**src/rtl/flap_input_sched.sv**
```systemverilog
// Click scheduler: frame-aligned, cooldown-gated flap pulses in GAME, and
// single start/restart requests in START/GAMEOVER for game_fsm.
module flap_input_sched #(
  parameter int COOLDOWN_FRAMES      = 6,
  parameter int GAMEOVER_HOLD_FRAMES = 60,
  parameter int CNT_W                = 8
) (
  input  logic             clk,
  input  logic             rst,
  input  logic             vsync,
  input  logic [1:0]       state,
  input  logic             game_rst,
  input  logic             click_local,
  input  logic             click_remote,
  output logic             flap_p1,
  output logic             flap_p2,
  output logic             start_req,
  output logic             restart_req,
  output logic             cooldown_p1,
  output logic             cooldown_p2,
  output logic [CNT_W-1:0] drop_cnt
);

  localparam logic [1:0]       ST_START  = 2'b00;
  localparam logic [1:0]       ST_GAME   = 2'b01;
  localparam logic [1:0]       ST_OVER   = 2'b10;
  localparam logic [CNT_W-1:0] CNT_ZERO  = {CNT_W{1'b0}};
  localparam logic [CNT_W-1:0] CNT_ONE   = {{(CNT_W-1){1'b0}}, 1'b1};
  localparam logic [CNT_W-1:0] CNT_MAX   = {CNT_W{1'b1}};
  localparam logic [CNT_W-1:0] COOL_LOAD = CNT_W'(COOLDOWN_FRAMES);
  localparam logic [CNT_W-1:0] HOLD_LOAD = CNT_W'(GAMEOVER_HOLD_FRAMES);

  function automatic logic [CNT_W-1:0] sat_add(input logic [CNT_W-1:0] a, input logic [1:0] inc);
    logic [CNT_W:0] sum;
    sum = {1'b0, a} + {{(CNT_W-1){1'b0}}, inc};
    if (sum[CNT_W]) sat_add = CNT_MAX;
    else            sat_add = sum[CNT_W-1:0];
  endfunction

  // Index 0 is player 1 (local mouse), index 1 is player 2 (remote UART).
  logic                  vsync_d_r, hold_nz_s, hold_open_s, entry_s;
  logic [1:0]            state_d_r, click_s, pend_r, flap_r, cool_flag_r;
  logic [1:0]            cool_nz_s, accept_s, drop_s, release_s, pend_nxt_s;
  logic [1:0]            drop_inc_s;
  logic [1:0][CNT_W-1:0] cool_r, cool_nxt_s;
  logic [CNT_W-1:0]      hold_r, hold_nxt_s, drop_cnt_r;
  logic                  start_req_r, restart_req_r, start_nxt_s, restart_nxt_s;
  logic                  frame_tick_s, in_game_s, in_over_s, in_start_s;

  // Next-state decode for the per-player gates, the hold-off and the menu requests.
  always_comb begin
    frame_tick_s = vsync & ~vsync_d_r;
    click_s      = {click_remote, click_local};
    in_game_s    = 1'b0;
    in_over_s    = 1'b0;
    in_start_s   = 1'b0;
    case (state)
      ST_GAME:  in_game_s  = 1'b1;
      ST_OVER:  in_over_s  = 1'b1;
      ST_START: in_start_s = 1'b1;
      default:  in_start_s = 1'b1;
    endcase

    for (int i = 0; i < 2; i++) begin
      cool_nz_s[i] = (cool_r[i] != CNT_ZERO);
      accept_s[i]  = in_game_s & click_s[i] & ~cool_nz_s[i];
      drop_s[i]    = in_game_s & click_s[i] & cool_nz_s[i];
      release_s[i] = in_game_s & frame_tick_s & (pend_r[i] | accept_s[i]);
      // The release tick reloads rather than decrements, so it is not counted.
      if (release_s[i])                      cool_nxt_s[i] = COOL_LOAD;
      else if (frame_tick_s && cool_nz_s[i]) cool_nxt_s[i] = cool_r[i] - CNT_ONE;
      else                                   cool_nxt_s[i] = cool_r[i];
      if (!in_game_s || release_s[i]) pend_nxt_s[i] = 1'b0;
      else if (accept_s[i])           pend_nxt_s[i] = 1'b1;
      else                            pend_nxt_s[i] = pend_r[i];
    end
    drop_inc_s = {1'b0, drop_s[0]} + {1'b0, drop_s[1]};

    entry_s   = in_over_s & (state_d_r != ST_OVER);
    hold_nz_s = (hold_r != CNT_ZERO);
    if (entry_s)                        hold_nxt_s = HOLD_LOAD;
    else if (frame_tick_s && hold_nz_s) hold_nxt_s = hold_r - CNT_ONE;
    else                                hold_nxt_s = hold_r;
    // On the entry cycle the counter is stale; judge by the value being loaded.
    if (entry_s) hold_open_s = (HOLD_LOAD == CNT_ZERO);
    else         hold_open_s = ~hold_nz_s;

    start_nxt_s   = in_start_s & (click_local | click_remote) & ~start_req_r;
    restart_nxt_s = in_over_s & hold_open_s & (click_local | click_remote) & ~restart_req_r;
  end

  // Player datapath: pending clicks, cooldowns, flap pulses and drop counter.
  always_ff @(posedge clk) begin
    if (rst || game_rst) begin
      pend_r      <= 2'b00;
      cool_r      <= {2{CNT_ZERO}};
      cool_flag_r <= 2'b00;
      flap_r      <= 2'b00;
      drop_cnt_r  <= CNT_ZERO;
    end else begin
      pend_r      <= pend_nxt_s;
      cool_r      <= cool_nxt_s;
      cool_flag_r <= {(cool_nxt_s[1] != CNT_ZERO), (cool_nxt_s[0] != CNT_ZERO)};
      flap_r      <= release_s;
      drop_cnt_r  <= sat_add(drop_cnt_r, drop_inc_s);
    end
  end

  // Frame edge detector, state history, hold-off and menu request pulses.
  always_ff @(posedge clk) begin
    if (rst) begin
      vsync_d_r     <= 1'b0;
      state_d_r     <= ST_START;
      hold_r        <= CNT_ZERO;
      start_req_r   <= 1'b0;
      restart_req_r <= 1'b0;
    end else begin
      vsync_d_r     <= vsync;
      state_d_r     <= state;
      hold_r        <= hold_nxt_s;
      start_req_r   <= start_nxt_s;
      restart_req_r <= restart_nxt_s;
    end
  end

  assign flap_p1     = flap_r[0];
  assign flap_p2     = flap_r[1];
  assign cooldown_p1 = cool_flag_r[0];
  assign cooldown_p2 = cool_flag_r[1];
  assign start_req   = start_req_r;
  assign restart_req = restart_req_r;
  assign drop_cnt    = drop_cnt_r;

endmodule

```
**config.mk**
```make
export PLATFORM = sky130hd
export DESIGN_NAME = flap_input_sched
export DESIGN_NICKNAME = d
export VERILOG_FILES = /design/src/rtl/flap_input_sched.sv
export SDC_FILE = /design/constraint.sdc
export NUM_CORES = 1
export LEC_CHECK = 0
export CAP_MARGIN = 0
export CORE_MARGIN = 3
export CORE_UTILIZATION = 55
export DETAILED_ROUTE_END_ITERATION = 10
export GPL_ROUTABILITY_DRIVEN = 0
export HOLD_SLACK_MARGIN = 0.1
export PLACE_DENSITY_LB_ADDON = 0.12
export SYNTH_ARGS = -nofsm -noshare
export SYNTH_HDL_FRONTEND = slang
export SYNTH_SLANG_ARGS = --single-unit
export TNS_END_PERCENT = 5
```
**constraint.sdc**
```tcl
create_clock -name clk -period 4.9 [get_ports clk]
set_input_delay 0.98 -clock clk [delete_from_list [all_inputs] [get_ports clk]]
set_output_delay 0.98 -clock clk [all_outputs]
set_load 0.01 [all_outputs]
```
After elaboration in Yosys (flattened, before gate mapping). Index checks and enable logic that the tools add are counted.

Register bits after elaboration: 43. Output and inout port bits: 14. Logic and storage cells: 74.

Add/subtract/negate cells: 5. Eq/ne operators: 3. Mux-type cells: 11. Bitwise logic cells: 25. Reductions and logical operators: 17.

Operator list (count): $mux 8 (5); $reduce_bool 8->1 (5); $sub 8x1->8 const B (3); $and 1x1->1 (16); $mux 6 (2); $add 8x2->9 (1); $reduce_or 2->1 (4); $not 1->1 (6); $mux 1 (4); $logic_and 1x1->1 (3); $logic_or 1x1->1 (3); $or 1x1->1 (3); $add 1x1->2 (1); $eq 2x1->1 const B (1); $eq 2x2->1 const B (1); $ne 2x2->1 const B (1); $reduce_bool 2->1 (1); $logic_not 1->1 (1).

Logic depth before layout (Yosys ltp). Gate-level depths: netlist of the first run.

Depth in word-level cells: 8. Mapped depth: 11.

Least setup slack after synthesis of the first run. OpenSTA, ideal clock, no wires.

Kind: input -> register. From: in state[1]. To: reg drop_cnt_r[3] (netlist: drop_cnt[3]). Library setup time: 0.065 ns. Arrival: 2.758 ns. Setup slack: 2.077 ns. Stages on the path: 9. Path through: inv_1 -> ha_1 -> nand3_1 -> fa_1 -> and4b_1 -> and3_1 -> nand3_1 -> o21a_1 -> nor2_1.

Longest elaborated chain between the ends: 7. Elaborated cells on any way between the ends: 9.

Ends and longest elaborated chain: from (decl) (RTL line 11) `input logic [1:0] state,`; $eq 2x1->1 (*) (RTL line 57) `case (state)`; $mux 1 (*) (RTL line 57); $and 1x1->1 (2 in series) (RTL line 67) `drop_s[i] = in_game_s & click_s[i] & cool_nz_s[i];`; $add 1x1->2 (*) (RTL line 77) `drop_inc_s = {1'b0, drop_s[0]} + {1'b0, drop_s[1]};`; $add 8x2->9 (*) (RTL line 35) `sum = {1'b0, a} + {{(CNT_W-1){1'b0}}, inc};`; $mux 8 (*) (RTL line 36) `if (sum[CNT_W]) sat_add = CNT_MAX;`; to (signal assigned) (RTL line 105) `drop_cnt_r <= sat_add(drop_cnt_r, drop_inc_s);`; to (decl) (RTL line 46) `logic [CNT_W-1:0] hold_r, hold_nxt_s, drop_cnt_r;`.

Every way passes the cells marked *; elsewhere a longest branch is shown, timed or not. A chain may end at the register's enable or synchronous reset.

Worst setup path after layout of the first run.
From: in state[1]. To: reg drop_cnt_r[1] (netlist: drop_cnt[1]).

Same word-level chain as after synthesis.

==> results.md, run 1 <==
- Share of the synthesized area in the top cell type: 0.4205
- I/O Buffers: 21
- R2R setup slack: approximately 2200 ps
- Worst setup margin: roughly 1700 ps
- CP max stage cell: fa_1
- Crit-path max cell delay: 460 ps
- Status: finished, final reports clean
- Worst setup startpoint: state[1]
- CTS buffer count: 5
- Post-CTS Setup Repair Bufs: 0
- Pre-antenna DRT Iters: 4
- R2r startpoint: cool_r[0]$_SDFF_PP0_
- Vias per Instance: between 5 and 6
- Mapped Cells: 225
- Initial antenna violation count: 0
- Synth warnings: 0
- Width of the die: roughly 67 um
- Seq cells post-synth: 43
- GR met2 Demand/Resource: 0.3018
- Worst VDD drop: roughly 220 uV
- Fin Hold WS: around 430 ps
- Final net count: roughly 270
- Critical Path, Cell by Cell: clkdlybuf4s50_1 -> inv_1 -> ha_1 -> nand3_1 -> fa_1 -> and4b_1 -> and3_1 -> nand3_1 -> a21oi_1
- DRC viols: 0
- Max-cap violations: 0
- Worst slew margin relative to its limit: 0.5314
- Mapped Nets: roughly 240
- Reg2reg path depth: 10
- Crit-path most repeated cell: nand3_1
- Post-synth EDFFs: 0
- Final hold violations: 0
- Clock latency on the worst-skew pair: approximately 300 ps
- Synthesized area per cell: ~9 um2
- GRT busiest layer: met2
- Die height: 67.01 um
- Synth Flop Type: dfxtp_1
- FMAX: 314.4 MHz
- Crit path capture: drop_cnt[1]$_SDFF_PP0_
- Cts repair resizes: 0
- Max clock buf depth: 2
- Register area share after synthesis: 0.4205
- Total gr overflow: 0
- Clock edge transition at the registers on the reported setup and hold paths: ~80 ps
- Final TNS setup: 0 ps
- Routed wire length: 3912 um
- # diodes: 0
- Most frequent cells in the layout: dfxtp_1 (43), nor2_1 (32), clkdlybuf4s50_1 (21), a21oi_1 (18), nand2_1 (13)
- Total Routing Usage GR: 0.1929
- Routed Antenna Nets: 0
- RSZ-0062 raised after global routing: no
- Initial drt markers: ~110
- R2r endpoint: drop_cnt[1]$_SDFF_PP0_
- Clk_skew: 5.555 ps
- CTS tree: yes
- # H-tree levels: 2
- # fillers: roughly 290
- CP max FO: 6
- Share of cells above drive strength 1: 0.08800
- Largest area contributor in the netlist: dfxtp_1
- Crit. End Element: flop
- Vias: 1,647
- Period utilization: 0.6492
- WL per Instance: roughly 13 um
- Synth Cell Area: just over 0.002 mm2
- Largest cells by area after synthesis: dfxtp_1 (42%), nor2_1 (5.9%), ha_1 (4.9%), a21oi_1 (4.4%), xor2_1 (4.3%)
- Met1 track demand over resource: 0.2526
- I/O Pins: 22
- Slew @ Worst Pin: between 700 and 800 ps
- Vias in the first global route: roughly 1,500
- Period minus WS final: ~3200 ps
- Async S/R FF share, synth: 0
- DP HPWL: ~2800 um
- Power Density: 339.9 mW/mm2
- Met3 usage: 0.05734
- WP data arrival: roughly 3400 ps
- DP Worst Slack: between 1000 and 1500 ps
- Most common cell after layout, fill and taps aside: dfxtp_1
- Initial Util: 0.5902
- Row count: 21
- Hold buffers post-CTS: 0
- Crit path kind: in -> reg
- Total Power: 0.8212 mW
- Final setup viols: 0
- Core footprint: about 0.0035 mm2
- DIE AREA: approximately 0.0045 mm2
- Clock sinks: 43
- Leak pwr: around 0.9 nW
- Synthesis-to-layout area growth: 18.03%
- First-pass GRT wire length: ~6500 um
- Pin count of the biggest net entering global routing: 15
- CP required: 5120 ps
- Root Driver: clkbuf_8
- Distinct cells, synth: 48
- Hold WC Path Type: reg -> reg
- Final slew viol count: 0
- CP Launch Type: input port
## synth_stat cells, types with 2 or more instances
cell type / n
o21ai_0: 4
nand3_2: 2
xor2_1: 10
nor2b_1: 3
or4_1: 3
or2_2: 3
nand3b_1: 5
a31oi_1: 4
nand3_1: 10
clkbuf_1: 2
nor4_1: 4
mux2i_1: 2
ha_1: 8
nor2_1: 32
a21oi_1: 18
inv_1: 11
and3_1: 3
o211ai_1: 2
xnor2_1: 6
nand2_1: 13
o21ai_1: 2
o31ai_1: 4
nand2b_1: 3
dfxtp_1: 43
nor3_1: 5
## where the power goes
part / internal (mW) / total [mW] / switching, mW
combinational: 0.0657 / 0.145 / 0.0789
sequential: 0.369 / 0.388 / 0.0197
clock: 0.165 / 0.288 / 0.123
total: 0.599 / 0.821 / 0.222
## sequential cells by signal, summed over array words and instances (netlist names)
register / cells
restart_req: 1
flap_r: 2
cool_flag_r: 2
drop_cnt: 8
hold_r: 8
vsync_d_r: 1
pend_r: 2
cool_r: 16
state_d_r: 2
start_req: 1
## cell families (layout without fill, tap and decap cells)
family,Yosys count,after routing,synth area share
AND/OR/NAND/NOR,99,99,0.2836
flip-flops,43,43,0.4205
AO/OA/AOI/OAI,41,41,0.1308
XOR/XNOR,16,16,0.06846
buffers and inverters,15,40,0.02811
adder cells (fa/ha/maj),9,9,0.05868
multiplexers,2,2,0.009780
## how the worst min path moves through the flow
stage | end | cells past startpoint | slack [ps] | start
3_3_place_gp | start_req$_SDFF_PP0_ | 1 | 410 | start_req$_SDFF_PP0_
4_1_cts | start_req$_SDFF_PP0_ | 1 | 430 | start_req$_SDFF_PP0_
3_5_place_dp | start_req$_SDFF_PP0_ | 1 | 420 | start_req$_SDFF_PP0_
6_report | start_req$_SDFF_PP0_ | 1 | 430 | start_req$_SDFF_PP0_
5_1_grt | start_req$_SDFF_PP0_ | 1 | 450 | start_req$_SDFF_PP0_
2_1_floorplan | pend_r[1]$_SDFFE_PP0P_ | 2 | 430 | pend_r[1]$_SDFFE_PP0P_
## worst max-delay path, delay by kind of cell
family	cells	cell delay (ps)
AOI/OAI and AO/OA	1	220
and+or+nand+nor	4	960
adders and majority gates	2	740
buffers and inverters	2	500
## layout make-up
| type | instances | area (um2) | area share |
|---|---|---|---|
| repair buffers | 21 | 210.2 | 0.08700 |
| multi-input cells | 167 | 1129 | 0.4671 |
| clock buffers | 6 | 82.58 | 0.03418 |
| inverters | 11 | 41.29 | 0.01709 |
| well taps | 46 | 57.56 | 0.02382 |
| flip-flops and latches | 43 | 860.8 | 0.3563 |
| clock inverters | 2 | 35.03 | 0.01450 |
## routing by layer
layer,share of wire,vias up
met5,0,-
met1,0.49,765
li1,-,833
met3,0.057,6
met2,0.44,43
met4,0.015,0
## stage by stage
stage | cell area (um2) | instances | util
floorplan | 2047 | 225 | -
global placement | 2298 | 288 | 0.6627
detailed placement | 2298 | 288 | 0.6627
CTS | 2416 | 296 | 0.6966
global route | 2416 | 296 | 0.6966
finish | 2416 | 296 | 0.6966
No activity file was read; power rests on OpenSTA's default activity.
==> run 2, diff against run 1 <==
- clock period: 4.9 -> 3.01 ns (I/O delays scaled with it)
==> run 2 against run 1 <==
Clock-buffer cell count unchanged. Clock power grew 80%. Wire length decreased by 2.6%. Global-route usage decreased by 0.48 points. Final cell count is 1.0% higher. Utilization up 1.1 points. Setup slack lost 1400 ps. Critical path depth rose by 1. Register-to-register slack got worse by 1900 ps. Cell area up 1.6%. Via count is 2.3% lower.
==> results.md, run 2 (synthesis results as in run 1) <==
- Post-layout util: 0.7074 (+0.01082)
- CP Launch Type: input port
- Top reg by flops: cool_r
- Vias per Instance: 5.381 (-3.3%)
- Max-cap violations: 0 (unchanged)
- Path length in cells of the critical path: 10 (+1)
- CP top delay family: simple AND/OR/NAND/NOR gates
- Initial antenna violation count: 0 (unchanged)
- Share of cells above drive strength 1: 0.09486 (+0.006862)
- Final net count: 269 (+1.1%)
- Post-CTS Setup Repair Bufs: 0 (unchanged)
- Hold path depth: 1 (unchanged)
- Hold buffers post-CTS: 0 (unchanged)
- Final setup viols: 0 (unchanged)
- Synthesis-to-layout area growth: 19.87%
- Vias in the first global route: 1,489 (-1.6%)
- Number of flip-flops under the largest register name: 16 (unchanged)
- Final hold violations: 0 (unchanged)
- Initial drt markers: 157 (+45%)
- Routed Antenna Nets: 0 (unchanged)
- DRC viols: 0 (unchanged)
- Hold WC Path Type: reg -> reg
- Slew @ Worst Pin: 470.9 ps (-230.5 ps)
- Cts repair resizes: 0 (unchanged)
- Worst slew margin relative to its limit: 0.6849 (+0.1535)
- Worst VDD drop: 308.7 uV (+37%)
- CP max stage cell: fa_1
- Leak pwr: 0.9163 nW (+2.1%)
- WP data arrival: 2960 ps (-440 ps)
- CP required: 3240 ps (-1880 ps)
- Clock edge transition at the registers on the reported setup and hold paths: 80 ps (about the same)
- Crit-path most repeated cell: nand3_1
- CP max FO: 6 (unchanged)
- Period utilization: 0.9067
- # diodes: 0 (unchanged)
- Critical Path, Cell by Cell: clkdlybuf4s50_1 -> inv_1 -> ha_1 -> nand3_1 -> fa_1 -> and4b_1 -> and3_1 -> nand3_1 -> o21a_1 -> nor2_1
- CTS buffer count: 5 (unchanged)
- Routed wire length: 3811 um (-2.6%)
- Width of the die: 67.01 um (unchanged)
- DP HPWL: 2901 um (+2.5%)
- Clock sinks: 43 (unchanged)
- DIE AREA: 0.004490 mm2 (unchanged)
- Period minus WS final: approximately 2700 ps
- Pre-antenna DRT Iters: 4 (unchanged)
- Core footprint: 0.003468 mm2 (unchanged)
- Die height: 67.01 um (unchanged)
- CP bufs+invs: 2 (unchanged)
- I/O Pins: 22 (unchanged)
- Crit-path max cell delay: 450 ps (about the same)
- I/O Buffers: 21 (unchanged)
- Final slew viol count: 0 (unchanged)
- Most common cell after layout, fill and taps aside: dfxtp_1
- Clk_skew: 4.929 ps (-0.6265 ps)
- Pin count of the biggest net entering global routing: 15 (unchanged)
- Reg2reg path depth: 11 (+1)
- Initial Util: 0.5902 (unchanged)
- RSZ-0062 raised after global routing: no
- Vias: 1,609 (-2.3%)
- Clock latency on the worst-skew pair: 290 ps (about the same)
- # H-tree levels: 2 (unchanged)
- First-pass GRT wire length: 6389 um (-2.4%)
- Row count: 21 (unchanged)
- Power Density: 566.8 mW/mm2 (+67%)
- Status: finished, final reports clean
- Crit. End Element: flop
- CTS tree: yes
- FMAX: approximately 370 MHz
- WL per Instance: 12.75 um (-3.6%)
- Post-placement cell count: 291 (+1.0%)
- Crit path kind: in -> reg
- Root Driver: clkbuf_8
- Total Routing Usage GR: 0.1881 (-0.004774)
- Non-filler cells, final: 299 (+1.0%)
- Total gr overflow: 0 (unchanged)
- Most frequent cells in the layout: dfxtp_1 (43), nor2_1 (32), clkdlybuf4s50_1 (21), a21oi_1 (18), nand2_1 (13)
- Max clock buf depth: 2 (unchanged)
## run 2: cell count changes in the layout (fill, tap and decap cells not counted), sizes merged
cell / before / now
clkinv: 1 / 0
bufinv: 1 / 2
buf: 0 / 3
## run 2: path summary, 6_finish.rpt
check / from / slack [ps] / end
setup / recovery: state[1] / 280 / drop_cnt[3]$_SDFF_PP0_
hold / removal: start_req$_SDFF_PP0_ / 420 / start_req$_SDFF_PP0_
setup reg to reg: cool_r[0]$_SDFF_PP0_ / 290 / drop_cnt[3]$_SDFF_PP0_
hold reg to reg: start_req$_SDFF_PP0_ / 420 / start_req$_SDFF_PP0_
## run 2: final cells by class
cell class / instances / area [um2]
clock inverters: 2 / 60.06
multi-input cells: 167 / 1129
clock buffers: 6 / 72.57
repair buffers: 24 / 232.7
well taps: 46 / 57.56
fillers: 287 / 1015
flip-flops and latches: 43 / 860.8
inverters: 11 / 41.29
## run 2: power by group
group | leakage (nW) | switching (mW) | total, mW | internal [mW]
Combinational | 0.502 | 0.129 | 0.239 | 0.110
Clock | 0.0654 | 0.188 | 0.519 | 0.331
Sequential | 0.349 | 0.0325 | 0.633 | 0.600
Total | 0.916 | 0.349 | 1.39 | 1.04
## run 2: per-layer routing
layer / GRT usage / wire length, um / up-vias
met5: 0 / 0 / -
met3: 0.04384 / 158 / 7
met2: 0.2883 / 1678 / 24
met1: 0.2487 / 1931 / 734
li1: - / - / 844
met4: 0.08354 / 43 / 0
## run 2: per-stage QoR
stage | hold slack, ps | TNS, ps | power, mW | cell area (um2) | setup WS (ps)
after CTS | 425.0 | 0 | 1.406 | 2454 | 273.2
after detailed placement | 413.7 | -27.10 | 0.8842 | 2321 | -27.10
final | 419.2 | 0 | 1.391 | 2454 | 280.7
after floorplan | 434.4 | 0 | 0.8224 | 2047 | 564.7
after global routing | 444.8 | 0 | 1.461 | 2454 | 77.57
after global placement | 409.2 | 0 | 0.8802 | 2321 | 87.49
## run 2: worst register-to-register path: cells and delay by family (launching register included)
kind                       cells  cell delay (ps)
adders and majority gates      2              660
buffers and inverters          1               90
AOI/OAI and AO/OA              1              170
and+or+nand+nor                7             1310
DFF                            1              420
==> run 3, diff against run 2 <==
- CAP_MARGIN: 0 -> 15
- SKIP_CTS_REPAIR_TIMING: not set -> 1
- SKIP_LAST_GASP: not set -> 1
==> results of run 3 <==
Same layout as run 2: the final DEF is identical, and so are final timing and power.
